--- src/rtl/byte_serializer.sv ---
// Parallel-to-serial transmitter: takes a word on a valid/ready handshake and
// emits it one bit per accepted beat on a valid/ready bit stream.
module byte_serializer #(
  parameter int WIDTH     = 8,
  parameter int LSB_FIRST = 1
) (
  input  logic             clk,
  input  logic             rst,
  input  logic             in_valid,
  output logic             in_ready,
  input  logic [WIDTH-1:0] in_data,
  output logic             ser_out,
  output logic             ser_valid,
  input  logic             ser_ready,
  output logic             ser_last,
  output logic             done
);

  localparam int CW = (WIDTH > 1) ? $clog2(WIDTH) : 1;
  localparam logic [CW-1:0] LAST_CNT = CW'(WIDTH - 1);

  typedef enum logic {
    IDLE  = 1'b0,
    SHIFT = 1'b1
  } state_t;

  state_t           r_state;
  state_t           w_state_next;
  logic [WIDTH-1:0] r_shreg;
  logic [WIDTH-1:0] w_shreg_next;
  logic [WIDTH-1:0] w_shifted;
  logic [CW-1:0]    r_cnt;
  logic [CW-1:0]    w_cnt_next;
  logic             r_done;
  logic             w_done_next;
  logic             w_out_bit;
  logic             w_last;

  // The output end of the shift register depends on bit order; zeros fill in behind.
  generate
    if (LSB_FIRST != 0) begin : g_lsb
      assign w_out_bit = r_shreg[0];
      assign w_shifted = {1'b0, r_shreg[WIDTH-1:1]};
    end else begin : g_msb
      assign w_out_bit = r_shreg[WIDTH-1];
      assign w_shifted = {r_shreg[WIDTH-2:0], 1'b0};
    end
  endgenerate

  assign w_last = (r_cnt == LAST_CNT);

  always_ff @(posedge clk) begin
    if (rst) begin
      r_state <= IDLE;
      r_shreg <= '0;
      r_cnt   <= '0;
      r_done  <= 1'b0;
    end else begin
      r_state <= w_state_next;
      r_shreg <= w_shreg_next;
      r_cnt   <= w_cnt_next;
      r_done  <= w_done_next;
    end
  end

  always_comb begin
    w_state_next = r_state;
    w_shreg_next = r_shreg;
    w_cnt_next   = r_cnt;
    w_done_next  = 1'b0;
    case (r_state)
      IDLE: begin
        if (in_valid) begin
          w_shreg_next = in_data;
          w_cnt_next   = '0;
          w_state_next = SHIFT;
        end
      end
      SHIFT: begin
        // Without a beat everything holds, so a stalled bit is presented again.
        if (ser_ready) begin
          w_shreg_next = w_shifted;
          if (w_last) begin
            w_cnt_next   = '0;
            w_state_next = IDLE;
            w_done_next  = 1'b1;
          end else begin
            w_cnt_next = r_cnt + CW'(1);
          end
        end
      end
      default: w_state_next = IDLE;
    endcase
  end

  assign in_ready  = (r_state == IDLE);
  assign ser_valid = (r_state == SHIFT);
  assign ser_last  = ser_valid & w_last;
  assign ser_out   = ser_valid & w_out_bit;
  assign done      = r_done;

endmodule

--- config.mk ---
export PLATFORM = sky130hd
export DESIGN_NAME = byte_serializer
export DESIGN_NICKNAME = d
export VERILOG_FILES = /design/src/rtl/byte_serializer.sv
export SDC_FILE = /design/constraint.sdc
export NUM_CORES = 1
export LEC_CHECK = 0
export ABC_AREA = 1
export ABC_CLOCK_PERIOD_IN_PS = 1300
export BUFFER_PORTS_ARGS = -buffer_cell sky130_fd_sc_hd__buf_2
export CORE_MARGIN = 3
export CORE_UTILIZATION = 50
export CTS_BUF_LIST = sky130_fd_sc_hd__clkbuf_8
export DETAILED_ROUTE_END_ITERATION = 8
export PLACE_DENSITY = 0.76
export SLEW_MARGIN = 20
export SYNTH_ARGS = -nofsm -noshare
export SYNTH_HDL_FRONTEND = slang
export SYNTH_SLANG_ARGS = --single-unit
--- constraint.sdc ---
create_clock -name clk -period 1.3 [get_ports clk]
set_input_delay 0.195 -clock clk [delete_from_list [all_inputs] [get_ports clk]]
set_output_delay 0.195 -clock clk [all_outputs]
set_load 0.03 [all_outputs]
==> insert_results.sql <==
INSERT INTO impl_metrics (metric_group, metric, value, unit) VALUES
('flow_run', 'drv_cap', '0', ''),
('sta', 'slew_violations', '0', ''),
('setup_path', 'timing.setup.critical_path_class', 'reg -> out', ''),
('drt', 'first_pass_iters', '4', ''),
('synth', 'ys_warn_count', '0', ''),
('synth', 'synth_nets', '119', ''),
('synth', 'ys.flop_type', 'dfxtp_1', ''),
('synth', 'synthMostInstantiatedCell', 'nand2_1', ''),
('setup_path', 'rrSetupSlack', '0.07', 'ns'),
('sta', 'final.min_clock_period', '1.32', 'ns'),
('floorplan', 'num_io_pins', '17', ''),
('power_and_ir_drop', 'seqPwrFrac', '0.452', ''),
('global_routing', 'initial_antenna_violation_count', '0', ''),
('finish', 'post_route_cells_drive_above_1_share', '0.292', ''),
('floorplan', 'die_w', '42.5', 'um'),
('drt', 'routedWlPerCell', '11.4', 'um'),
('min_path', 'hold_path_depth', '2', ''),
('synth', 'postSynthRegisterBits', '13', ''),
('setup_path', 'r2r_end', 'r_cnt[0]', ''),
('power_and_ir_drop', 'design_power_total', '0.983', 'mW'),
('power_and_ir_drop', 'sw_frac_of_total', '0.283', ''),
('synth', 'portion_of_the_post_synthesis_area_used_by_sequential_elements', '0.390', ''),
('sta', 'setup_violators_final', '1', ''),
('power_and_ir_drop', 'net_sw_power', '0.278', 'mW'),
('finish', 'fin_util', '0.763', ''),
('sta', 'worst_clock_skew', '0.00161', 'ns'),
('floorplan', 'initial_core_util', '0.569', ''),
('drt', 'remaining_drcs', '0', ''),
('clock_network', 'clock_path_buffers', '2', ''),
('synth', 'synthTopCellsByArea', 'dfxtp_1 39%, nand2_1 21%, nor2_1 8.4%, nand3_1 7.5%, inv_1 7.3%', ''),
('sta', 'clock.fmax', '760', 'MHz'),
('status', 'failed_checks', 'setup timing', ''),
('placement', 'port-buffer-count', '16', ''),
('synth', 'ys_async_sr_fraction', '0', ''),
('synth', 'netlist_instances', '105', ''),
('synth', 'yosysTopAreaCellShare', '0.390', ''),
('synth', 'synth.cells.most_frequent', '37 x nand2_1, 15 x nor2_1, 13 x dfxtp_1, 13 x inv_1, 10 x nand3_1', ''),
('global_routing', 'grt_util_all_layers', '0.199', ''),
('sta', 'worst_slew_pin_slew', '0.284', 'ns'),
('setup_path', 'critical_path.max_fanout', '2', ''),
('setup_path', 'type_of_origin_of_the_critical_path', 'flop', ''),
('drt', 'drt.antenna.violating_nets', '0', ''),
('power_and_ir_drop', 'power.combinational.fraction', '0.183', ''),
('status', 'outcome', 'complete, but fails checks', ''),
('power_and_ir_drop', 'peakVddDrop', '0.792', 'mV'),
('sta', 'unrepaired_setup_endpoints_after_global_routing', 'true', ''),
('drt', 'drt-initial-drc-count', '31', ''),
('floorplan', 'placement_rows', '12', ''),
('clock_network', 'htreeDepth', '1', ''),
('clock_network', 'clock-sinks', '13', ''),
('global_routing', 'grt_first_pass_wirelength', '2.75', 'mm'),
('placement', 'gp_routability_congestion', '0.788', ''),
('power_and_ir_drop', 'power_density', '1100', 'mW/mm2'),
('synth', 'avgSynthCellArea', '6.35', 'um2'),
('drt', 'via_per_inst', '4.96', ''),
('floorplan', 'dieArea', '0.00181', 'mm2'),
('clock_network', 'cts_made_buffers', '3', ''),
('clock_network', 'cell_at_the_root_of_the_clock_tree', 'clkbuf_8', ''),
('global_routing', 'maximum_number_of_pins_on_one_net_before_global_route_repair', '14', ''),
('sta', 'timing.final.ws_setup', '-0.0154', 'ns'),
('finish', 'antennaDiodeCount', '0', ''),
('setup_path', 'timing.critical_path.required', '1.11', 'ns'),
('finish', 'fillerInstances', '101', ''),
('global_routing', 'grt_pass1_vias', '668', ''),
('clock_network', 'tritoncts_clock_tree', 'yes', ''),
('drt', 'totalWireLength', '1.65', 'mm'),
('drt', 'routed-via-count', '714', ''),
('synth', 'synth_area', '667', 'um2'),
('sta', 'max-slew-margin-rel', '0.810', ''),
('setup_path', 'critPathCaptureType', 'output port', ''),
('synth', 'synth.lib_cells_used.distinct', '15', '');
-- critical path, cell delays in order, from the launching register on --
cell and delay (ns):
dfxtp_4 0.35, ha_4 0.16, ha_4 0.15, nand2_2 0.06, inv_2 0.03, buf_6 0.12
-- per-stage QoR --
step	hold WS [ns]	setup slack [ns]	area, um2	TNS, ns	instances
6_report	0.166	-0.0154	893	-0.0154	144
3_5_place_dp	0.420	0.152	773	0	136
4_1_cts	0.164	0.000377	871	0	142
2_1_floorplan	0.264	0.0411	667	0	105
5_1_grt	0.170	-0.0496	893	-0.0496	144
3_3_place_gp	0.423	0.164	773	0	136
-- routing by layer --
metal / vias up / part of all wire / track usage
met5: - / 0 / 0
li1: 370 / - / -
met2: 27 / 0.50 / 0.343
met3: 2 / 0.081 / 0.0472
met1: 315 / 0.40 / 0.235
met4: 0 / 0.013 / 0.0745
-- kinds of logic (layout without fill, tap and decap cells) --
logic type | Yosys count | count (layout) | synth area share
AO/OA/AOI/OAI | 6 | 6 | 0.0450
flip-flops | 13 | 13 | 0.390
buffers and inverters | 18 | 43 | 0.116
AND/OR/NAND/NOR | 66 | 66 | 0.411
adder cells (fa/ha/maj) | 2 | 2 | 0.0375
-- state kept, by name, summed over array words and instances (netlist names) --
signal,count
done,1
r_cnt,3
r_shreg,8
ser_valid,1
-- final cells by class --
cell class                      instances  area (um2)  area share
Multi-Input combinational cell         74         357       0.399
Sequential cell                        13         269       0.301
Tap cell                               14        17.5      0.0196
Clock buffer                            3        41.3      0.0462
Clock inverter                          1        3.75     0.00420
Inverter                               15        56.3      0.0630
Timing Repair Buffer                   24         149       0.167
-- power by group through the flow --
| stage | clock network [mW] | registers [mW] | logic (mW) |
|---|---|---|---|
| floorplan | 0 | 0.451 | 0.119 |
| global placement | 0 | 0.451 | 0.167 |
| detailed placement | 0 | 0.452 | 0.172 |
| CTS | 0.360 | 0.446 | 0.177 |
| global route | 0.380 | 0.447 | 0.204 |
| finish | 0.359 | 0.444 | 0.180 |
-- timing repair --
item	4_1_cts	5_1_grt
endpoints found under the setup margin	2	1
buffers inserted	2	2
resized for setup	10	4
pin swaps	0	2
-- placed cells by master (no fill, tap or decap) --
| cell | netlist | final |
|---|---|---|
| nand2_1 | 37 | 36 |
| nor2_1 | 15 | 15 |
| ha_4 | 0 | 2 |
| nor2_4 | 1 | 1 |
| clkbuf_8 | 0 | 3 |
| dfxtp_1 | 13 | 10 |
| buf_6 | 1 | 1 |
| clkinv_1 | 1 | 1 |
| buf_2 | 2 | 14 |
| clkbuf_4 | 0 | 1 |
| nand3_1 | 10 | 10 |
| nor3_1 | 1 | 1 |
| inv_1 | 13 | 13 |
| o21ai_0 | 1 | 1 |
| a21oi_1 | 5 | 5 |
| buf_4 | 0 | 8 |
| inv_2 | 1 | 2 |
| dfxtp_4 | 0 | 2 |
| nand2_2 | 2 | 3 |
| dfxtp_2 | 0 | 1 |
-- worst max path at each step --
stage | startpoint | slack (ns) | to
floorplan | ser_valid | 0.04 | ser_out
CTS | r_cnt[0] | 0.0004 | ser_last
detailed placement | r_cnt[0] | 0.15 | ser_last
global placement | r_cnt[0] | 0.16 | ser_last
global route | r_cnt[1] | -0.05 | ser_last
finish | r_cnt[1] | -0.02 | ser_last
No activity file was read; power rests on OpenSTA's default activity.
